`src/rtl/sweep_pkg.sv`:
```
// ============================================================
// sweep_pkg: shared types for the triangle sweep sequencer
// Rev 1.0
// ============================================================
`default_nettype none

package sweep_pkg;

  localparam int unsigned CYCLE_W = 8;

  typedef enum logic [1:0] {
    MODE_ONESHOT    = 2'd0,
    MODE_NCYCLES    = 2'd1,
    MODE_CONTINUOUS = 2'd2
  } mode_t;

  typedef enum logic [1:0] {
    ST_IDLE = 2'd0,
    ST_ARM  = 2'd1,
    ST_RUN  = 2'd2,
    ST_DONE = 2'd3
  } state_t;

  // The unused encoding 3 folds onto ONESHOT.
  function automatic mode_t decode_mode(input logic [1:0] raw);
    case (raw)
      2'd1:    decode_mode = MODE_NCYCLES;
      2'd2:    decode_mode = MODE_CONTINUOUS;
      default: decode_mode = MODE_ONESHOT;
    endcase
  endfunction

endpackage

`default_nettype wire

```
`src/rtl/step_prescaler.sv`:
```
// ============================================================
// step_prescaler: emits one tick every period+1 cycles
// Rev 1.0
// ============================================================
`default_nettype none

module step_prescaler #(
  parameter int PRESCALE_W = 16
) (
  input  logic                  clk,
  input  logic                  rst,
  input  logic                  clear,
  input  logic [PRESCALE_W-1:0] period,
  output logic                  tick
);

  logic [PRESCALE_W-1:0] count_q;
  logic [PRESCALE_W-1:0] count_d;

  always_comb begin
    tick    = !clear && (count_q == period);
    count_d = count_q + 1'b1;
    if (clear || tick) begin
      count_d = '0;
    end
  end

  always_ff @(posedge clk) begin
    if (rst) begin
      count_q <= '0;
    end else begin
      count_q <= count_d;
    end
  end

endmodule

`default_nettype wire

```
`src/rtl/sweep_controller.sv`:
```
// ============================================================
// sweep_controller: runs a triangle counter for one, N or endless sweeps
// Rev 1.0
// ============================================================
`default_nettype none

module sweep_controller
  import sweep_pkg::*;
#(
  parameter int N          = 8,
  parameter int PRESCALE_W = 16
) (
  input  logic                  clk,
  input  logic                  rst,
  input  logic                  start,
  input  logic                  stop,
  input  logic [1:0]            mode,
  input  logic [CYCLE_W-1:0]    cycles,
  input  logic [PRESCALE_W-1:0] period,
  input  logic [N-1:0]          level,
  output logic                  gen_ena,
  output logic                  gen_rst,
  output logic                  busy,
  output logic                  done,
  output logic [CYCLE_W-1:0]    cycle_count
);

  state_t                state_q, state_d;
  mode_t                 mode_q, mode_d;
  logic [CYCLE_W-1:0]    cycles_q, cycles_d;
  logic [PRESCALE_W-1:0] period_q, period_d;
  logic                  seen_max_q, seen_max_d;
  logic [CYCLE_W-1:0]    cycle_count_q, cycle_count_d;

  logic               tick;
  logic               level_max;
  logic               level_zero;
  logic               sweep_done;
  logic               run_ends;
  logic [CYCLE_W-1:0] count_inc;
  logic [CYCLE_W-1:0] count_target;

  step_prescaler #(
    .PRESCALE_W(PRESCALE_W)
  ) u_prescaler (
    .clk   (clk),
    .rst   (rst),
    .clear (state_q != ST_RUN),
    .period(period_q),
    .tick  (tick)
  );

  assign level_max    = (level == {N{1'b1}});
  assign level_zero   = (level == '0);
  assign sweep_done   = seen_max_q && level_zero;
  assign count_inc    = (cycle_count_q == {CYCLE_W{1'b1}}) ? cycle_count_q : cycle_count_q + 1'b1;
  assign count_target = (cycles_q == '0) ? CYCLE_W'(1) : cycles_q;

  // CONTINUOUS matches neither term, so it only ends on stop.
  assign run_ends = sweep_done &&
                    ((mode_q == MODE_ONESHOT) ||
                     ((mode_q == MODE_NCYCLES) && (count_inc >= count_target)));

  always_comb begin
    state_d       = state_q;
    mode_d        = mode_q;
    cycles_d      = cycles_q;
    period_d      = period_q;
    seen_max_d    = seen_max_q;
    cycle_count_d = cycle_count_q;
    gen_ena       = 1'b0;

    case (state_q)
      ST_IDLE: begin
        if (start && !stop) begin
          mode_d   = decode_mode(mode);
          cycles_d = cycles;
          period_d = period;
          state_d  = ST_ARM;
        end
      end
      ST_ARM: begin
        if (stop) begin
          state_d = ST_IDLE;
        end else begin
          seen_max_d    = 1'b0;
          cycle_count_d = '0;
          state_d       = ST_RUN;
        end
      end
      ST_RUN: begin
        if (stop) begin
          state_d = ST_IDLE;
        end else begin
          if (sweep_done) begin
            seen_max_d    = 1'b0;
            cycle_count_d = count_inc;
          end else if (level_max) begin
            seen_max_d = 1'b1;
          end
          // Suppressing the final step parks the counter at 0.
          if (run_ends) begin
            state_d = ST_DONE;
          end else begin
            gen_ena = tick;
          end
        end
      end
      default: begin
        state_d = ST_IDLE;
      end
    endcase
  end

  always_ff @(posedge clk) begin
    if (rst) begin
      state_q       <= ST_IDLE;
      mode_q        <= MODE_ONESHOT;
      cycles_q      <= '0;
      period_q      <= '0;
      seen_max_q    <= 1'b0;
      cycle_count_q <= '0;
    end else begin
      state_q       <= state_d;
      mode_q        <= mode_d;
      cycles_q      <= cycles_d;
      period_q      <= period_d;
      seen_max_q    <= seen_max_d;
      cycle_count_q <= cycle_count_d;
    end
  end

  assign gen_rst     = rst || (state_q == ST_ARM);
  assign busy        = (state_q == ST_ARM) || (state_q == ST_RUN);
  assign done        = (state_q == ST_DONE);
  assign cycle_count = cycle_count_q;

endmodule

`default_nettype wire

```
`config.mk`:
```
export PLATFORM = sky130hd
export DESIGN_NAME = sweep_controller
export DESIGN_NICKNAME = d
export VERILOG_FILES = /design/src/rtl/sweep_pkg.sv /design/src/rtl/step_prescaler.sv /design/src/rtl/sweep_controller.sv
export SDC_FILE = /design/constraint.sdc
export NUM_CORES = 1
export LEC_CHECK = 0
export BUFFER_PORTS_ARGS = -buffer_cell sky130_fd_sc_hd__buf_4
export CORE_UTILIZATION = 50
export DETAILED_ROUTE_END_ITERATION = 8
export GPL_TIMING_DRIVEN = 0
export PLACE_DENSITY = 0.73
export SYNTH_ARGS = -nofsm -noshare
export SYNTH_HDL_FRONTEND = slang
export SYNTH_SLANG_ARGS = --single-unit
```
`constraint.sdc`:
```
create_clock -name clk -period 3.2 [get_ports clk]
set_clock_uncertainty 0.1 [all_clocks]
set_input_delay 0.32 -clock clk [delete_from_list [all_inputs] [get_ports clk]]
set_output_delay 0.32 -clock clk [all_outputs]
set_load 0.005 [all_outputs]
```
==> qor.log <==
[outcome] result of the run finished clean
[grt] number of global-route vias before repair 2259
[place] pre-CTS setup slack -0.275 ns
[routing] wire per inst 13.1 um
[pwr] internal power contribution 1.11 mW
[routing] Initial DRT Pass Iterations 4
[final_layout] number of nets in the final layout 458
[final_layout] fraction of final layout cells with drive strength greater than 1 0.219
[pwr] PwrDens 445 nW/um^2
[floorplan] standard-cell rows 26
[pwr] switching power 0.428 mW
[place] quantity of I/O buffers inserted on ports 49
[routing] met2 WL 2850 um
[grt] GRT Total Usage 0.223
[timing] crit path time final 3.17 ns
[synthesis] Cell variety after synth 40
[synthesis] part of the Yosys area used for sequential elements 0.388
[place] final weighted congestion in routability-driven placement 0.767
[final_layout] most frequent standard cell in the layout excluding fill and tap cells sky130_fd_sc_hd__nand2_1
[grt] largest net degree at the start of global routing 17
[worst_setup_path] startpoint class of the critical path flop
[final_layout] post-layout utilization of the core 0.669
[timing] slack of the critical path 0.0323 ns
[routing] # DRC 0
[final_layout] ant diodes 0
[floorplan] number of placed I/O pins 50
[place] hpwl dp 4410 um
[final_layout] fin area 3460 sq um
[place] placement-stage cell area 3190 sq um
[worst_setup_path] critical path class reg -> out
[synthesis] instance count of the mapped netlist 340
[timing] Worst Tran Pin Value 0.560 ns
[routing] post-route ant nets 0
[clock_network] clock tree from TritonCTS yes
[synthesis] synthesis-stage register bit count 53
[pwr] net switching fraction of the power 0.278
[timing] setup repair after global routing missed its margin true
[worst_setup_path] Register-to-Register Setup Slack 0.17 ns
[worst_setup_path] Critical Path Fanout Max 7
[floorplan] Die Span X 75.9 um
[synthesis] post-synthesis instance area 2730 sq um
[final_layout] number of filler instances in the final layout 452
[min_path] hold path startpoint period[7]
[routing] detailed-route via count 2482
[worst_setup_path] data arrival time of the critical path 2.75 ns
[routing] Avg Vias per Cell 5.20
[timing] count of final setup violators 0
[grt] global-route congestion overflow total 0
[clock_network] Clock Sinks 53
[final_layout] most frequent cells in the layout sky130_fd_sc_hd__nand2_1 (66), sky130_fd_sc_hd__buf_4 (61), sky130_fd_sc_hd__dfxtp_1 (49)
[pwr] Worst VDD drop 0.000293 V
[timing] aggregate negative setup slack 0 ns
[timing] final period utilization 0.990
[floorplan] placeable core region 5170 sq um
[routing] first-iteration detailed-routing DRC count 99
[routing] routed length on met1 2980 um
[synthesis] Synth Net Count 392
[timing] highest clock rate 0.316 GHz
[timing] worst max-slew margin expressed relative to the limit 0.626
[synthesis] post-synthesis average cell area 8.03 sq um
[place] placed insts 459
[routing] top routing layer used met4
[floorplan] Die Footprint 5760 sq um
[clock_network] deepest clock path buffer count 2
[timing] number of hold violations in the final report 0
[clock_network] number of H-tree branching levels 2
[min_path] worst hold-check path type in -> reg
[grt] initial antenna violation count 0
[flow_run] total of max-cap violations 0
[pwr] Combinational Power Share 0.236
[worst_setup_path] Critical path origin cycle_count[1]
[final_layout] total area of sequential cells 1070 sq um
[worst_setup_path] WP data required 2.78 ns
[worst_setup_path] startpoint of the worst-slack reg-to-reg timing path cycle_count[1]
[synthesis] yosys synthesis warning count 0
[final_layout] post-layout instance count excluding filler cells 477
[timing] max-slew violations 0
[floorplan] floorplan die height 75.9 um
[routing] Total Routed Length 6270 um
[clock_network] CTS clk-pin slew, worst paths 0.09 ns
[routing] metal3 WL 348 um
[pwr] leakage power 1.34 nW
[final_layout] layout overhead on the synthesized area 26.7%
[pwr] Seq pwr share 0.470
[clock_network] clock latency reported for the late side of the worst-skew pair 0.30 ns
[clock_network] clock root buffer sky130_fd_sc_hd__clkbuf_8
[worst_setup_path] CP Capture Type output port
[floorplan] starting density of the core 0.528
[clock_network] number of buffers created by CTS 5
[pwr] portion of total power attributed to the clock network 0.294
[final_layout] area taken by multi-input logic gates 1620 sq um
[grt] global-route wire length before repair 10400 um
[cells by family (layout without fill, tap and decap cells)]
family / after synthesis / count (layout) / share of synthesized area
and+or+nand+nor: 150 / 150 / 0.261
AOI/OAI and AO/OA: 58 / 58 / 0.118
DFF: 53 / 53 / 0.388
xor gates and xnor gates: 34 / 34 / 0.109
buffers and inverters: 27 / 94 / 0.0449
adders and majority gates: 14 / 14 / 0.0641
muxes: 4 / 4 / 0.0147
[Yosys cell counts, drive strengths merged]
master	instances	share of area
o21bai	1	0.0027
xnor2	23	0.074
nand3	11	0.020
nand2	67	0.092
nand4b	1	0.0032
buf	5	0.015
xor2	11	0.035
ha	14	0.064
nor3	2	0.0055
a211oi	1	0.0027
clkbuf	8	0.011
o21ai	10	0.018
nor3b	1	0.0027
o22ai	1	0.0023
and2	1	0.0023
a21oi	36	0.066
o21a	2	0.0055
or3b	1	0.0032
a2111o	1	0.0041
and3	8	0.018
nor2b	2	0.0046
inv	14	0.019
dfxtp	53	0.39
nand3b	2	0.0055
nand4	9	0.021
nand2b	6	0.014
nor4b	1	0.0032
a41o	1	0.0037
nor2	28	0.038
nor4	4	0.0092
and4	4	0.014
a31oi	4	0.0092
a22o	1	0.0032
mux2i	4	0.015
or2	2	0.0046
[final timing paths]
check / depth (start not counted) / to
min: 3 / period_q[7]
max reg2reg: 16 / state_q[0]
min reg2reg: 2 / cycles_q[1]
max: 11 / gen_ena
[final cells by class]
class	count	share of cell area
Inverter	14	0.0152
Multi-Input combinational cell	260	0.469
Tap cell	70	0.0253
Clock buffer	6	0.0210
Clock inverter	2	0.0112
Sequential cell	53	0.309
Buffer	12	0.0192
Timing Repair Buffer	60	0.130
[registers in the layout (all words and copies together) (netlist names)]
signal / count
cycle_count: 8
u_prescaler.count_q: 16
state_q: 2
mode_q: 2
cycles_q: 8
period_q: 16
seen_max_q: 1
[what timing repair did]
| action | CTS | global route |
|---|---|---|
| setup buffers | 8 | 3 |
| pin swaps | 2 | 6 |
| setup endpoints to repair | 3 | 3 |
| resized for setup | 11 | 9 |
| hold buffers | 0 | 0 |
[power groups by stage]
stage	registers, mW	logic (mW)	clock network (mW)
2_1_floorplan	0.734	0.205	0
3_3_place_gp	0.740	0.305	0
3_5_place_dp	0.741	0.310	0
4_1_cts	0.724	0.345	0.473
5_1_grt	0.730	0.410	0.493
6_report	0.725	0.364	0.453
[per-layer routing]
metal,GRT usage,up-vias
li1,-,1285
met1,0.305,1130
met2,0.346,59
met3,0.0470,8
met4,0.0788,0
met5,0,-
[per-stage QoR]
stage / hold WS [ns] / power [mW]
after floorplan: 0.332 / 0.939
after global placement: 0.344 / 1.04
after detailed placement: 0.349 / 1.05
after CTS: 0.136 / 1.54
after global routing: 0.141 / 1.63
final: 0.150 / 1.54
[critical path, cell delays in order (launching register included)]
cell and delay, ns:
sky130_fd_sc_hd__dfxtp_4 0.39, sky130_fd_sc_hd__ha_4 0.16, sky130_fd_sc_hd__and4_4 0.27, sky130_fd_sc_hd__nand2_8 0.07, sky130_fd_sc_hd__xnor2_2 0.14, sky130_fd_sc_hd__ha_1 0.27
sky130_fd_sc_hd__nand2b_4 0.14, sky130_fd_sc_hd__a2111o_1 0.41, sky130_fd_sc_hd__a31oi_4 0.19, sky130_fd_sc_hd__o21bai_1 0.10, sky130_fd_sc_hd__a21oi_1 0.17, sky130_fd_sc_hd__buf_4 0.13
Note: power is estimated with default switching activity, not from simulation.
